`src/rtl/mc_seq.sv`:
```
// rtl/mc_seq.sv - multi-cycle FETCH/DECODE/EXEC/MEM/WB sequencer with memory handshakes
// Optional MC_SEQ_INSTRET_EN adds a 32-bit retired-instruction counter on instret.
module mc_seq #(
    parameter int TIMEOUT = 255
) (
    input  logic        clk,
    input  logic        rst,
    input  logic [6:0]  inst_op,
    input  logic        dec_rf_we,
    input  logic        dec_dram_we,
    input  logic        dec_npc_op,
    output logic        imem_req,
    input  logic        imem_ack,
    output logic        dmem_req,
    output logic        dmem_we,
    input  logic        dmem_ack,
    output logic        ir_we,
    output logic        pc_we,
    output logic        npc_sel,
    output logic        rf_we,
    output logic        halted,
    output logic        err_timeout,
    output logic [2:0]  state,
    output logic [31:0] instret
);

    typedef enum logic [2:0] {
        S_FETCH  = 3'd0,
        S_DECODE = 3'd1,
        S_EXEC   = 3'd2,
        S_MEM    = 3'd3,
        S_WB     = 3'd4,
        S_HALT   = 3'd7
    } state_t;

    localparam logic [6:0] OP_LOAD   = 7'b0000011;
    localparam logic [6:0] OP_STORE  = 7'b0100011;
    localparam logic [6:0] OP_BRANCH = 7'b1100011;
    localparam logic [6:0] OP_ALU    = 7'b0110011;
    localparam logic [6:0] OP_ALUI   = 7'b0010011;
    localparam logic [6:0] OP_LUI    = 7'b0110111;
    localparam logic [6:0] OP_JAL    = 7'b1101111;
    localparam logic [6:0] OP_JALR   = 7'b1100111;

    localparam int CW = 16;
    // Halt decision is taken in the cycle whose count is TIMEOUT-1, so the
    // counter would read TIMEOUT on the edge that enters HALT.
    localparam logic [CW-1:0] WAIT_LAST = CW'(TIMEOUT > 0 ? TIMEOUT - 1 : 0);

    state_t        state_q;
    state_t        state_d;
    logic [CW-1:0] wait_cnt;
    logic          err_q;
    logic          timeout_set;
    logic          wd_expire;

    assign wd_expire = (TIMEOUT != 0) && (wait_cnt == WAIT_LAST);

    always_comb begin
        state_d     = state_q;
        imem_req    = 1'b0;
        dmem_req    = 1'b0;
        dmem_we     = 1'b0;
        ir_we       = 1'b0;
        pc_we       = 1'b0;
        npc_sel     = 1'b0;
        rf_we       = 1'b0;
        halted      = 1'b0;
        timeout_set = 1'b0;
        if (!rst) begin
            case (state_q)
                S_FETCH: begin
                    imem_req = 1'b1;
                    if (imem_ack) begin
                        ir_we   = 1'b1;
                        state_d = S_DECODE;
                    end else if (wd_expire) begin
                        timeout_set = 1'b1;
                        state_d     = S_HALT;
                    end
                end
                S_DECODE: state_d = S_EXEC;
                S_EXEC: begin
                    case (inst_op)
                        OP_LOAD, OP_STORE: state_d = S_MEM;
                        OP_BRANCH: begin
                            pc_we   = 1'b1;
                            npc_sel = dec_npc_op;
                            state_d = S_FETCH;
                        end
                        OP_ALU, OP_ALUI, OP_LUI, OP_JAL, OP_JALR: state_d = S_WB;
                        default: state_d = S_HALT;
                    endcase
                end
                S_MEM: begin
                    dmem_req = 1'b1;
                    dmem_we  = dec_dram_we;
                    if (dmem_ack) begin
                        if (inst_op == OP_STORE) begin
                            pc_we   = 1'b1;
                            state_d = S_FETCH;
                        end else begin
                            state_d = S_WB;
                        end
                    end else if (wd_expire) begin
                        timeout_set = 1'b1;
                        state_d     = S_HALT;
                    end
                end
                S_WB: begin
                    rf_we   = dec_rf_we;
                    pc_we   = 1'b1;
                    npc_sel = dec_npc_op;
                    state_d = S_FETCH;
                end
                S_HALT: halted = 1'b1;
                default: state_d = S_HALT;
            endcase
        end
    end

    always_ff @(posedge clk) begin
        if (rst) begin
            state_q  <= S_FETCH;
            wait_cnt <= '0;
            err_q    <= 1'b0;
        end else begin
            state_q <= state_d;
            if (timeout_set) begin
                err_q <= 1'b1;
            end
            // Any state change (entry to FETCH or MEM included) restarts the wait count.
            if (state_d != state_q) begin
                wait_cnt <= '0;
            end else if ((imem_req && !imem_ack) || (dmem_req && !dmem_ack)) begin
                wait_cnt <= wait_cnt + CW'(1);
            end
        end
    end

    assign state       = rst ? 3'd0 : state_q;
    assign err_timeout = err_q & ~rst;

`ifdef MC_SEQ_INSTRET_EN
    logic [31:0] instret_q;

    always_ff @(posedge clk) begin
        if (rst) begin
            instret_q <= '0;
        end else if (pc_we) begin
            instret_q <= instret_q + 32'd1;
        end
    end

    assign instret = rst ? 32'd0 : instret_q;
`else
    assign instret = 32'd0;
`endif

endmodule

```
`config.mk`:
```
export PLATFORM = sky130hd
export DESIGN_NAME = mc_seq
export DESIGN_NICKNAME = d
export VERILOG_FILES = /design/src/rtl/mc_seq.sv
export SDC_FILE = /design/constraint.sdc
export NUM_CORES = 1
export LEC_CHECK = 0
export CAP_MARGIN = 20
export CORE_AREA = 4 4 91 93
export CTS_BUF_LIST = sky130_fd_sc_hd__clkbuf_16
export DETAILED_ROUTE_END_ITERATION = 8
export DIE_AREA = 0 0 95 97
export MAX_ROUTING_LAYER = met4
export PLACE_DENSITY = 0.46
export REMOVE_ABC_BUFFERS = 1
export SLEW_MARGIN = 25
export SYNTH_ARGS = -nofsm -noshare
export SYNTH_HDL_FRONTEND = slang
export SYNTH_SLANG_ARGS = --single-unit
```
`constraint.sdc`:
```
create_clock -name clk -period 2.15 [get_ports clk]
set_input_delay 0.3225 -clock clk [delete_from_list [all_inputs] [get_ports clk]]
set_output_delay 0.3225 -clock clk [all_outputs]
set_load 0.005 [all_outputs]
```
==> results of run 1 <==
metrics by stage:
step,cell area [µm²],TNS (ns),utilization [%]
2_1_floorplan,1500,0,-
3_3_place_gp,2090,-2.40,27.7
3_5_place_dp,2090,-2.58,27.7
4_1_cts,2170,0,28.8
5_1_grt,2180,-0.00106,29.0
6_report,2180,0,29.0
report_power, final:
part / switching [mW] / internal (mW)
combinational: 0.483 / 0.389
sequential: 0.0486 / 0.401
clock: 0.136 / 0.248
layer usage:
metal  vias to the layer above  wire length, µm  GRT usage [%]
met5                         -                0              -
met4                         0               66           2.77
met3                         6              281           1.56
met2                        44             1790           13.3
met1                       643             2010           12.3
li1                        734                -              -
worst max path at each step:
stage                             end  slack [ns]
after global placement          pc_we       -0.28
after global routing      wait_cnt[4]      -0.001
final                        imem_req        0.08
after floorplan           wait_cnt[0]        0.08
after detailed placement        pc_we       -0.27
after CTS                       pc_we       0.008
kinds of logic after synthesis:
family	share of synthesized area, %
simple gates	26.1
buf+inv	19.2
compound gates	20.7
flops	23.9
xor+xnor	7.84
fa+ha+maj	1.49
other cells	0.224
mux	0.597
critical path, cell delays in order (launching register included):
cell             delay, ns
dfxtp_2               0.39
or2_1                 0.36
nor3_1                0.21
clkdlybuf4s50_1       0.55
sequential cells by signal, summed over array words and instances, names as in the netlist:
name      cells
err_q         1
wait_cnt     16
state_q       3
synthesized netlist by cell type (3+ instances only):
master    instances  area, µm²
or3_1             3       18.8
a211oi_1          8       60.1
nor2b_1           7       43.8
a21oi_1           5       25.0
nor3_1           10       50.1
nand3_1           6       30.0
clkbuf_1          4       15.0
buf_4            32        240
buf_2             4       20.0
o21ai_1           4       20.0
a31oi_1           3       18.8
inv_1             7       26.3
and3_1            5       31.3
nor4_1            3       18.8
nand2b_1          3       18.8
a211oi_2         10        125
nor2_1           12       45.0
xnor2_1          15        131
dfxtp_1          20        400
nand2_1           7       26.3
cell type report:
type                            instances  share of cell area [%]
Clock buffer                            3                    3.44
Clock inverter                          1                   0.172
Inverter                                7                    1.20
Multi-Input combinational cell        161                    50.0
Sequential cell                        20                    18.5
Tap cell                              102                    5.85
Timing Repair Buffer                   48                    20.8
what timing repair did:
action,4_1_cts,5_1_grt
gates resized for setup,6,7
gates cloned,0,0
hold endpoints to repair,0,0
setup endpoints to repair,6,15
pin swaps,1,2
cells in the final DEF, fill, tap and decap left out, types with 3 or more instances in the layout:
| cell | count |
|---|---|
| conb_1 | 32 |
| clkdlybuf4s50_1 | 22 |
| buf_4 | 20 |
| dfxtp_1 | 18 |
| xnor2_1 | 15 |
| nor2_1 | 12 |
| a211oi_2 | 11 |
| nor3_1 | 10 |
| inv_1 | 7 |
| nand2_1 | 7 |
| a211oi_1 | 7 |
| nand3_1 | 6 |
| nor2b_1 | 5 |
| and3_1 | 5 |
| o21ai_1 | 4 |
| a21oi_1 | 4 |
| nand2b_1 | 3 |
| or3_1 | 3 |
| nor4_1 | 3 |
| clkbuf_16 | 3 |
| buf_12 | 3 |
==> reports/results.ini, run 1 <==
[detailed_routing]
drtAntennaViolNets = 0
drt-wirelength-per-cell_um = 12.1
drt_iter0_drc = 39
vias_per_cell = 4.17
drtPass1Iterations = 4
drc_errors = 0
wirelength_mm = 4.15
dr_total_vias = 1427

[placed_design]
hpwlAfterDp_mm = 3.11
gp_congestion = 0.803
numPlacedInstances = 338
place_ws_ns = -0.268
port_buffers = 25

[clock_network]
hold_buffers = 0
cts-root-buf = clkbuf_16
clock-sinks = 20
clk_path_buf_depth = 2
clk_latency_ns = 0.25
cts_buffers = 3
cts-htree-levels = 1
cts_tree = built
clkSlewWorstSetupHoldPaths_ns = 0.06
cts_setup_buffers = 0

[setup_path]
crit_type = reg -> out
required_ns = 1.83
rrSetupSlack_ns = 0.13
cp-end-kind = output port
startpoint = state_q[0]
reg2reg_depth = 6
startpoint_type = flop
worstPathMaxFanout = 12
regToRegStartpoint = wait_cnt[10]
r2r-end = wait_cnt[3]
critical_path_arrival_ns = 1.75

[grt]
grtUsageTotal_pct = 8.96
grt_max_degree = 17
antenna_found_initial = 0
grt_pass1_wl_mm = 6.58
grt_pass1_vias = 1334
grt-ovfl-total = 0

[min_path]
hp-start = wait_cnt[1]
hp-class = reg -> reg
hold_depth = 2
holdPathEnd = wait_cnt[1]

[sta]
finalClockSkew_ns = 0.00222
min_period_over_period_pct = 96.3
drv_slew = 0
whs_ns = 0.570
post-route-min-period_ns = 2.07
finalWorstSetupSlack_ns = 0.0796
hold_viol_final = 0
setup-violations-final = 0
fmax_mhz = 483

[power_and_ir_drop]
ir_drop_v = 0.000375
p_leak_nw = 0.765
finalPower_mw = 1.70
powerDensity_nw_per_um2 = 782

[final_layout]
seq_area_um2 = 403
diodes = 0
final_cells = 342
nNetsFinal = 257
multiInputGateArea_um2 = 1090
area_growth_pct = 30.1
drive_gt1_share_pct = 21.3
fill_cells = 857

[logic_synthesis]
syn_inst = 198
synthArstFlopShare_pct = 0
synth_edf_count = 0
yosysUniqueCellTypes = 44
synthFlopType = dfxtp_1
yosysWarnings = 0
syn-mean-instance-area_um2 = 8.47
ys_seq_elements = 20
netlist_area_um2 = 1680
ys_seq_area_share_pct = 23.9

[floorplanning]
rows = 32
io_pins = 58
die_h_um = 97
core_um2 = 7530
start_util_pct = 22.3
die_w_um = 95
dieArea_um2 = 9220

[job]
max-cap-violations = 0

[status]
status = finished, final reports clean

Power figures use the tool's default switching activity.
==> run 2: changes to the inputs <==
ABC_AREA = 0   (was default)
REMOVE_ABC_BUFFERS = default   (was 1)
==> reports/results.ini, run 2 (synthesis gave the netlist of run 1 again) <==
[sta]
hold_viol_final = 0
min_period_over_period_pct = 96.3
finalClockSkew_ns = 0.00187
drv_slew = 0
post-route-min-period_ns = 2.07
rsz0062_at_grt = yes
fmax_mhz = 483
whs_ns = 0.571
setup-violations-final = 0

[placed_design]
gp_congestion = 0.801
place_area_um2 = 2120
hpwlAfterDp_mm = 3.11
port_buffers = 25

[clock_network]
cts-htree-levels = 1
hold_buffers = 0
clk_path_buf_depth = 2
cts-root-buf = clkbuf_16
clk_latency_ns = 0.25
cts_setup_buffers = 0
clock-sinks = 20
clkSlewWorstSetupHoldPaths_ns = 0.05
cts_tree = built
cts_buffers = 3

[detailed_routing]
drtPass1Iterations = 4
drtAntennaViolNets = 0
wirelength_mm = 4.03
vias_per_cell = 4.16
drt-wirelength-per-cell_um = 11.6
drc_errors = 0
drt_iter0_drc = 25
dr_total_vias = 1443

[final_layout]
nNetsFinal = 262
area_growth_pct = 32.5
reg_top3 = wait_cnt x16, state_q x3, err_q x1
regMostFlops = wait_cnt
drive_gt1_share_pct = 22.9
diodes = 0
fill_cells = 856
final_core_util_pct = 29.5
final_cell_mix = 32 x conb_1, 25 x buf_4, 22 x clkdlybuf4s50_1
fin_area_um2 = 2220
largest_reg_flops = 16
final_common_cell = conb_1

[floorplanning]
die_h_um = 97
die_w_um = 95
rows = 32
start_util_pct = 22.3
dieArea_um2 = 9220
io_pins = 58
core_um2 = 7530

[setup_path]
cp-end-kind = output port
critical_path_arrival_ns = 1.75
worstPathMaxFanout = 4
cpPeakStageDelay_ns = 0.42
rrSetupSlack_ns = 0.11
cp_cell_sequence = clkdlybuf4s50_1 > and4bb_2 > buf_4 > nand3_1 > o21ai_1 > and3_1 > clkdlybuf4s15_1
startpoint_type = input pin
cp_slowest_cell = clkdlybuf4s50_1
required_ns = 1.83
crit_type = in -> out

[grt]
grt-ovfl-total = 0
grt_pass1_wl_mm = 6.68
grt_pass1_vias = 1413
grtUsageTotal_pct = 9.08
antenna_found_initial = 0
grt_max_degree = 17

[min_path]
hp-class = reg -> reg

[power_and_ir_drop]
p_leak_nw = 0.791
powerDensity_nw_per_um2 = 780
ir_drop_v = 0.000370

[status]
status = finished, final reports clean

[job]
max-cap-violations = 0

==> run 2: where the power goes <==
part	internal, mW	leakage (nW)	total (mW)	switching (mW)
sequential	0.401	0.162	0.447	0.0457
clock	0.248	0.0385	0.383	0.136
combinational	0.417	0.590	0.904	0.487
total	1.07	0.791	1.73	0.669
==> run 2: layout make-up <==
class                   count  area (µm²)  share of cell area [%]
clock buffers               3        75.1                    3.38
clock inverters             1        3.75                   0.169
inverters                   7        26.3                    1.18
multi-input cells         161        1090                    49.3
flip-flops and latches     20         403                    18.1
well taps                 102         128                    5.74
repair buffers             53         492                    22.1
==> run 2: path summary, 6_finish.rpt <==
kind         cells after the start    startpoint     endpoint
max                              7    inst_op[3]      npc_sel
min                              2   wait_cnt[1]  wait_cnt[1]
max reg2reg                      6  wait_cnt[14]  wait_cnt[0]
min reg2reg                      2   wait_cnt[1]  wait_cnt[1]
==> run 2: worst max-delay path, delay by kind of cell <==
family                 cells  cell delay, ns
buffers and inverters      3            0.76
AOI/OAI and AO/OA          1            0.12
and+or+nand+nor            3            0.55
==> run 2: metrics by stage <==
step	power (mW)	setup TNS, ns	cells	setup slack, ns
after floorplan	1.01	0	229	0.178
after global placement	1.35	-2.33	343	-0.285
after detailed placement	1.34	-2.73	343	-0.287
after CTS	1.74	0	347	0.0126
after global routing	1.85	-0.0491	347	-0.0491
final	1.73	0	347	0.0800
==> run 2: layer usage <==
layer	up-vias	track usage, %	routed length, µm
li1	735	-	-
met1	655	12.0	1840
met2	49	14.3	1890
met3	4	1.56	256
met4	0	2.33	52
met5	-	-	0
==> run 2: what timing repair did <==
item | CTS | global route
pin swaps | 1 | 1
setup endpoints to repair | 7 | 14
gates resized for setup | 8 | 7
==> run 3: changes to the inputs <==
DONT_BUFFER_PORTS = 1   (was default)
PLACE_DENSITY = 0.36   (was 0.46)
SLEW_MARGIN = default   (was 25)
==> reports/results.ini, run 3 (synthesis gave the netlist of run 1 again) <==
[setup_path]
regToRegStartpoint = wait_cnt[14]
startpoint_type = flop
r2r-end = wait_cnt[14]
required_ns = 2.28
cp-end-kind = flop
crit_type = reg -> reg
rrSetupSlack_ns = 0.14
worstPathMaxFanout = 16
reg2reg_depth = 6
critical_path_arrival_ns = 2.14

[sta]
post-route-min-period_ns = 2.01
fmax_mhz = 497
drv_slew = 0
hold_viol_final = 0
setup-tns-final_ns = 0
min_period_over_period_pct = 93.6
worstMarginPinSlew_ns = 0.537
setup-violations-final = 0
finalClockSkew_ns = 0.00393
relSlewSlack_pct = 64.2
rsz0062_at_grt = no

[grt]
grt_pass1_wl_mm = 6.47
grt_pass1_vias = 1295
grt_max_degree = 17
grtUsageTotal_pct = 9.07
antenna_found_initial = 0
grt-ovfl-total = 0

[final_layout]
final_core_util_pct = 24.5
nNetsFinal = 224
final_cell_mix = 32 x conb_1, 20 x dfxtp_1, 15 x xnor2_1
drive_gt1_share_pct = 16.9
reg_top3 = wait_cnt x16, state_q x3, err_q x1
area_growth_pct = 9.85
diodes = 0
final_common_cell = conb_1
regMostFlops = wait_cnt
largest_reg_flops = 16

[clock_network]
clk_latency_ns = 0.25
cts-htree-levels = 1
cts_buffers = 3
clock-sinks = 20
clkSlewWorstSetupHoldPaths_ns = 0.06
hold_buffers = 0
cts_tree = built
cts-root-buf = clkbuf_16
cts_setup_buffers = 0
cts_resized = 0
clk_path_buf_depth = 2

[power_and_ir_drop]
internal_power_uw = 956
power.switching_uw = 635
ir_drop_v = 0.000323
comb_power_share_pct = 48.4
powerDensity_nw_per_um2 = 864
switching_share_pct = 39.9
p_seq_share_pct = 27.0
p_leak_nw = 0.620
clockPowerShare_pct = 24.5

[detailed_routing]
drt_iter0_drc = 66
drt-wirelength-per-cell_um = 12.8
dr_total_vias = 1336
drc_errors = 0
drtPass1Iterations = 4
wirelength_mm = 3.96
drtAntennaViolNets = 0
vias_per_cell = 4.32

[placed_design]
hpwlAfterDp_mm = 3.10
port_buffers = 0
gp_congestion = 0.717

[floorplanning]
die_w_um = 95
rows = 32
io_pins = 58
dieArea_um2 = 9220
die_h_um = 97
core_um2 = 7530
start_util_pct = 22.3

[min_path]
hp-class = in -> reg
hold_depth = 1
hp-start = rst
holdPathEnd = state_q[1]

[job]
max-cap-violations = 0

[status]
status = finished, final reports clean

-- run 3: critical path: stages, from the launching register on --
cell,delay (ns)
dfxtp_1,0.33
or4_4,0.57
nor4_4,0.32
nand3_2,0.15
a32oi_4,0.26
buf_12,0.19
a211oi_1,0.06
-- run 3: metal layers --
metal / global-route usage, % / part of all wire (%) / up-vias
met5: - / 0 / -
met1: 12.4 / 46 / 630
met3: 2.49 / 6.1 / 2
met2: 13.5 / 47 / 39
li1: - / - / 665
met4: 1.66 / 0.53 / 0
-- run 3: final cells by class --
type                    count  area, µm²
repair buffers             15        138
well taps                 102        128
clock inverters             1       3.75
multi-input cells         161       1070
fillers                   848       5690
inverters                   7       26.3
flip-flops and latches     20        400
clock buffers               3       75.1
-- run 3: stage by stage --
step	area [µm²]	worst slack (ns)	power (mW)	cells	hold slack [ns]
final	1840	0.138	1.59	309	0.138
after global routing	1840	0.0427	1.72	309	0.132
after CTS	1840	0.120	1.63	309	0.135
after detailed placement	1760	0.143	1.23	305	0.403
after global placement	1760	0.165	1.25	305	0.401
after floorplan	1790	0.178	1.01	229	0.527
-- run 3: worst max path at each step --
stage,from,to,cells after the start
6_report,wait_cnt[14],wait_cnt[14],6
5_1_grt,wait_cnt[14],wait_cnt[2],6
4_1_cts,wait_cnt[14],wait_cnt[14],6
3_5_place_dp,wait_cnt[14],wait_cnt[14],6
3_3_place_gp,wait_cnt[14],wait_cnt[3],6
2_1_floorplan,wait_cnt[14],wait_cnt[10],6
-- run 3: power by group through the flow --
| stage | Combinational (mW) | Sequential [mW] | Clock (mW) |
|---|---|---|---|
| after floorplan | 0.587 | 0.425 | 0 |
| after global placement | 0.807 | 0.440 | 0 |
| after detailed placement | 0.788 | 0.437 | 0 |
| after CTS | 0.792 | 0.430 | 0.405 |
| after global routing | 0.859 | 0.437 | 0.424 |
| final | 0.771 | 0.430 | 0.391 |
